**config.mk**
```make
export PLATFORM = sky130hd
export DESIGN_NAME = ifetch_queue
export DESIGN_NICKNAME = d
export VERILOG_FILES = /design/src/rtl/hart_pkg.sv /design/src/rtl/fetch_fifo.sv /design/src/rtl/ifetch_queue.sv
export SDC_FILE = /design/constraint.sdc
export NUM_CORES = 1
export LEC_CHECK = 0
export CAP_MARGIN = 5
export CORE_MARGIN = 8
export CORE_UTILIZATION = 40
export CTS_BUF_LIST = sky130_fd_sc_hd__clkbuf_16
export CTS_CLUSTER_SIZE = 14
export DETAILED_ROUTE_END_ITERATION = 6
export HOLD_SLACK_MARGIN = 0.08
export PLACE_DENSITY_LB_ADDON = 0.3
export SLEW_MARGIN = 20
export SYNTH_ARGS = -nofsm -noshare
export SYNTH_HDL_FRONTEND = slang
export SYNTH_SLANG_ARGS = --single-unit
```
**constraint.sdc**
```tcl
create_clock -name clk -period 5.27 [get_ports clk]
set_input_delay 1.054 -clock clk [delete_from_list [all_inputs] [get_ports clk]]
set_output_delay 1.054 -clock clk [all_outputs]
set_load 0.01 [all_outputs]
```
**src/rtl/hart_pkg.sv**
```systemverilog
// Shared hart-wide types and constants.
// Fetch entries carry the word, its PC and a misaligned-fetch flag.
package hart_pkg;

  localparam int XLEN = 32;
  localparam int ILEN = 32;

  localparam logic [ILEN-1:0] NOP = 32'h0000_0013;
  localparam logic [XLEN-1:0] CAUSE_INST_MISALIGNED = '0;

  typedef struct packed {
    logic [ILEN-1:0] inst;
    logic [XLEN-1:0] pc;
    logic            trap;
  } fetch_entry_t;

endpackage

```
**src/rtl/fetch_fifo.sv**
```systemverilog
// Synchronous FIFO with wrap-bit pointers, flush, count/full/empty.
// A push into a full FIFO is accepted only alongside a pop.
module fetch_fifo #(
  parameter int DEPTH = 4,
  parameter int W     = 8
) (
  input  logic                       clk,
  input  logic                       rst,
  input  logic                       i_flush,
  input  logic                       i_push,
  input  logic [W-1:0]               i_wdata,
  input  logic                       i_pop,
  output logic [W-1:0]               o_rdata,
  output logic [$clog2(DEPTH):0]     o_count,
  output logic                       o_full,
  output logic                       o_empty
);

  localparam int AW = $clog2(DEPTH);

  logic [W-1:0] r_mem [DEPTH];
  logic [AW:0]  r_wr;
  logic [AW:0]  r_rd;
  logic         w_do_pop;
  logic         w_do_push;

  assign o_count   = r_wr - r_rd;
  assign o_empty   = (r_wr == r_rd);
  assign o_full    = (o_count == (AW+1)'(DEPTH));
  assign o_rdata   = r_mem[r_rd[AW-1:0]];
  assign w_do_pop  = i_pop && !o_empty;
  assign w_do_push = i_push && (!o_full || w_do_pop);

  always_ff @(posedge clk) begin
    if (rst || i_flush) begin
      r_wr <= '0;
      r_rd <= '0;
    end else begin
      if (w_do_push) r_wr <= r_wr + 1'b1;
      if (w_do_pop)  r_rd <= r_rd + 1'b1;
    end
  end

  always_ff @(posedge clk) begin
    if (w_do_push && !i_flush) r_mem[r_wr[AW-1:0]] <= i_wdata;
  end

endmodule

```
**src/rtl/ifetch_queue.sv**
```systemverilog
// Decoupled fetch front end: credit-limited requests, prefetch queue,
// redirect flush with stale-response dropping and misaligned trap entry.
module ifetch_queue
  import hart_pkg::*;
#(
  parameter logic [31:0] RESET_ADDR      = 32'h0000_0000,
  parameter int          DEPTH           = 4,
  parameter int          MAX_OUTSTANDING = 2
) (
  input  logic        clk,
  input  logic        rst,
  output logic        o_mem_req,
  output logic [31:0] o_mem_addr,
  input  logic        i_mem_ready,
  input  logic        i_mem_rvalid,
  input  logic [31:0] i_mem_rdata,
  input  logic        i_redirect_valid,
  input  logic [31:0] i_redirect_pc,
  output logic        o_inst_valid,
  input  logic        i_inst_ready,
  output logic [31:0] o_inst,
  output logic [31:0] o_inst_pc,
  output logic        o_inst_trap
);

  localparam int CW = $clog2(DEPTH) + 1;
  localparam int OW = $clog2(MAX_OUTSTANDING + 1);

  logic [31:0]  r_fetch_pc;
  logic [31:0]  r_resp_pc;
  logic [OW-1:0] r_out;
  logic [OW-1:0] r_drop;
  logic         r_halted;
  logic         r_trap_pend;
  logic [31:0]  r_trap_pc;

  logic [CW-1:0] w_count;
  logic          w_full;
  logic          w_empty;
  fetch_entry_t  w_head;
  fetch_entry_t  w_wdata;
  logic          w_push;
  logic          w_accept;
  logic          w_resp;
  logic          w_stale;
  logic          w_live;
  logic          w_credit;
  logic [OW-1:0] w_out_next;
  int            w_inflight;

  // Reserve a queue slot for every response that will be kept.
  always_comb begin
    w_inflight = int'(w_count) + int'(r_out) - int'(r_drop);
    w_credit   = (w_inflight < DEPTH) &&
                 (int'(r_out) < MAX_OUTSTANDING);
  end

  assign o_mem_req  = !rst && !r_halted &&
                      !i_redirect_valid && w_credit;
  assign o_mem_addr = r_fetch_pc;
  assign w_accept   = o_mem_req && i_mem_ready;
  assign w_resp     = i_mem_rvalid && (r_out != '0);
  assign w_stale    = w_resp && (r_drop != '0);
  assign w_live     = w_resp && (r_drop == '0);

  always_comb begin
    w_out_next = r_out;
    unique case (1'b1)
      (w_accept && !w_resp): w_out_next = r_out + 1'b1;
      (!w_accept && w_resp): w_out_next = r_out - 1'b1;
      default:               w_out_next = r_out;
    endcase
  end

  always_comb begin
    w_wdata = '{inst: i_mem_rdata, pc: r_resp_pc, trap: 1'b0};
    if (r_trap_pend)
      w_wdata = '{inst: '0, pc: r_trap_pc, trap: 1'b1};
  end

  assign w_push = !i_redirect_valid && (r_trap_pend || w_live);

  fetch_fifo #(
    .DEPTH (DEPTH),
    .W     ($bits(fetch_entry_t))
  ) u_fifo (
    .clk     (clk),
    .rst     (rst),
    .i_flush (i_redirect_valid),
    .i_push  (w_push),
    .i_wdata (w_wdata),
    .i_pop   (i_inst_ready),
    .o_rdata (w_head),
    .o_count (w_count),
    .o_full  (w_full),
    .o_empty (w_empty)
  );

  assign o_inst_valid = !rst && !w_empty;
  assign o_inst       = w_head.inst;
  assign o_inst_pc    = w_head.pc;
  assign o_inst_trap  = o_inst_valid && w_head.trap;

  always_ff @(posedge clk) begin
    if (rst) begin
      r_fetch_pc  <= RESET_ADDR;
      r_resp_pc   <= RESET_ADDR;
      r_out       <= '0;
      r_drop      <= '0;
      r_halted    <= 1'b0;
      r_trap_pend <= 1'b0;
      r_trap_pc   <= '0;
    end else if (i_redirect_valid) begin
      r_fetch_pc  <= i_redirect_pc;
      r_resp_pc   <= i_redirect_pc;
      r_out       <= w_out_next;
      r_drop      <= w_out_next;
      r_halted    <= (i_redirect_pc[1:0] != 2'b00);
      r_trap_pend <= (i_redirect_pc[1:0] != 2'b00);
      r_trap_pc   <= i_redirect_pc;
    end else begin
      r_out       <= w_out_next;
      r_trap_pend <= 1'b0;
      if (w_accept) r_fetch_pc <= r_fetch_pc + 32'd4;
      if (w_stale)  r_drop     <= r_drop - 1'b1;
      if (w_live)   r_resp_pc  <= r_resp_pc + 32'd4;
    end
  end

  a_rvalid_has_outstanding: assert property (
    @(posedge clk) disable iff (rst)
    i_mem_rvalid |-> (r_out != '0)
  );

endmodule
```
==> results_dict.tcl <==
set metrics [dict create \
    worst_pin_slew_ns 1.06 \
    place_area_um2 17500 \
    top_usage_layer "met2" \
    cts-buffers-inserted 40 \
    slowest_stage "clkdlybuf4s50_1" \
    root_buffer "clkbuf_16" \
    path_max_fanout 5 \
    grt_usage_pct 15.9 \
    drv_slew 0 \
    synthTopCellsByArea "edfxtp_1 (51%), dfxtp_1 (14%), mux4_2 (9.6%)" \
    max-vdd-ir-drop_uv 183 \
    synth_top_cell_by_area "edfxtp_1" \
    postLayoutCoreUtil_pct 50.1 \
    p_clk_share_pct 41.2 \
    cts_sinks 370 \
    cap_violations 0 \
    drc 0 \
    leakage_nw 6.24 \
    synth_cell_types 60 \
    floorplan.initialDensity_pct 40.6 \
    p_per_area_nw_per_um2 350 \
    grt.overflow.total 0 \
    rsz0062_at_grt "no" \
    drtAntennaViolNets 0 \
    dp_worst_setup_slack_ns 0.868 \
    cp-start-kind "flip-flop" \
    finalHoldViolations 0 \
    nets 1313 \
    synthCells 1054 \
    ys_seq_area_share_pct 65.6 \
    critPathMaxStageDelay_ns 0.56 \
    rows 71 \
    final_area_um2 18800 \
    instances_no_fill 1766 \
    pwr-share-comb_pct 8.9 \
    via_per_inst 5.25 \
    cts_buffer_depth 3 \
    timing.critical_path.buf_inv 3 \
    n_antenna_cell 0 \
    synthAdderAreaFrac_pct 1.49 \
    synthMuxAreaShare_pct 12.6 \
    crit_family "adder cells" \
    end_kind "output port" \
    yosys_register_bits 370 \
    holdBufCountCts 0 \
    seqPwrFrac_pct 49.9 \
    synth_top_family_by_area "multiplexers" \
    dp.cells 1695 \
    crit_type "reg -> out" \
    setup_viol 0 \
    clock.fmax_ghz 0.200 \
    post_cts_buffers 0 \
    cts_tree "built" \
    cts_resized 0 \
    total_power_mw 6.58 \
    wirelength_um 35700 \
    grt_pass1_vias 9531 \
    required_ns 4.22 \
    gp_congestion 0.860 \
    final_common_cell "edfxtp_1" \
    fin_crit_ns 5.00 \
    swShare_pct 22.4 \
    worstSkewPairLatency_ns 0.52 \
    avgSynthCellArea_um2 14.5 \
    drt_iter0_drc 511 \
    synth_compound_area_share_pct 6.02 \
    clk_pin_slew_ns 0.06 \
    die_area_um2 44600 \
    grt.met3_usage_pct 3.92 \
    firstDrtPassIters 5 \
    crit_chain "inv_1 -> ha_1 -> fa_1 -> fa_1 -> inv_1 -> ha_1 -> and4b_1 -> a211oi_1 -> o21ai_1 -> nand2_1 -> nor2_1 -> clkdlybuf4s50_1" \
    antenna_found_initial 0 \
    areaGrowthSynthToFinish_pct 23.4 \
    use_met1_pct 22.1 \
    status "finished clean" \
    die_w_um 211 \
    arrival_ns 3.94 \
    cts_max_level 2 \
    grt_pass1_wl_um 55800 \
    fin_worst_hold_slack_ns 0.459 \
    synth_area_um2 15300 \
    synth_edf_count 260 \
    grt_max_degree 73 \
    die_h_um 211 \
    synth-simple-area-share_pct 9.89 \
    relSlewSlack_pct 29.6 \
    vias 9271 \
    synthFlopType "edfxtp_1" \
    fin_ws_ns 0.275 \
    yosysWarnings 0 \
    use_met2_pct 25.0 \
    port_buffers 168 \
    p_int_mw 5.11 \
    hp-class "reg -> reg" \
    post_drt_wl_per_cell_um 20.2 \
    synthArstFlopShare_pct 0 \
    synth_top_area_share_pct 51.2 \
    io_pins 169 \
    synth_xor_area_share_pct 2.34 \
    post-route-period-util_pct 94.8 \
    core_um2 37600 \
    layout_common_cells "edfxtp_1 (260), clkdlybuf4s50_1 (166), dfxtp_1 (107), nand2_1 (88), mux4_2 (65)" \
    setup_tns_ns 0 \
    drive_gt1_share_pct 15.0 \
    p_switching_mw 1.47 \
    dpl.hpwl_um 22800 \
    finalClockSkew_ns 0.0218 \
    synth_nets 1141 \
]
synth_stat cells (2+ instances only):
cell type and number:
nor3_1 10, nand4_1 12, clkbuf_1 33, and2_1 8, dfxtp_1 110, nand3b_1 4, or4_1 3, o21ai_0 30
xnor2_1 28, and4_1 11, a211oi_1 9, edfxtp_1 260, a211o_1 2, and3_1 14, o311ai_0 5, nand2_1 88
nand3_1 17, nor2_1 57, nor4_1 3, buf_1 18, mux4_2 65, inv_1 26, buf_2 4, ha_1 15
a21oi_1 40, or3_1 16, mux2i_1 13, xor2_1 10, mux2_2 29, o211ai_1 5, a311oi_1 3, o21a_1 5
a21o_1 2, or2_2 2, a31oi_1 19, a21boi_0 11, o31a_1 4, nand2b_1 2, fa_1 2, nor2b_1 39
tightest hold or removal path, cell delays in order (launching register included):
cell and delay, ns:
dfxtp_1 0.31, nand2_1 0.05, a21oi_1 0.05
sequential cells by signal, summed over array words and instances, names as in the netlist, named ones only:
name	count
o_mem_addr	32
r_drop	2
r_halted	1
r_out	2
r_resp_pc	32
r_trap_pc	32
r_trap_pend	1
u_fifo.r_mem	260
u_fifo.r_rd	3
u_fifo.r_wr	3
final timing paths:
| path | startpoint | to | slack (ns) | depth (start not counted) |
|---|---|---|---|---|
| min reg2reg | r_trap_pc[31] | r_trap_pc[31] | 0.46 | 2 |
| max reg2reg | u_fifo.r_wr[0] | r_drop[1] | 0.94 | 16 |
| min | r_trap_pc[31] | r_trap_pc[31] | 0.46 | 2 |
| max | u_fifo.r_wr[0] | o_mem_req | 0.27 | 12 |
cells by family after synthesis:
group	count (synthesis)
DFF	370
and+or+nand+nor	294
AOI/OAI and AO/OA	145
muxes	107
buffers and inverters	82
xor gates and xnor gates	39
adders and majority gates	17
metal layers:
metal	vias up	share of wire, %	wire length, µm
li1	4362	-	-
met1	4603	46	16500
met2	273	46	16300
met3	33	6.5	2320
met4	0	1.4	509
met5	-	0	0
area by class of cell:
| type | instances | area (µm²) |
|---|---|---|
| well taps | 511 | 639 |
| inverters | 27 | 101 |
| flip-flops and latches | 370 | 10000 |
| repair buffers | 185 | 1840 |
| clock inverters | 30 | 254 |
| clock buffers | 41 | 1030 |
| fillers | 3244 | 18800 |
| multi-input cells | 602 | 4940 |
power groups by stage:
| stage | combinational, mW | clock, mW | sequential [mW] |
|---|---|---|---|
| floorplan | 0.314 | 0 | 3.33 |
| global placement | 0.579 | 0 | 3.34 |
| detailed placement | 0.586 | 0 | 3.34 |
| CTS | 0.590 | 2.79 | 3.28 |
| global route | 0.636 | 2.89 | 3.29 |
| finish | 0.583 | 2.71 | 3.28 |
Power figures use the tool's default switching activity.
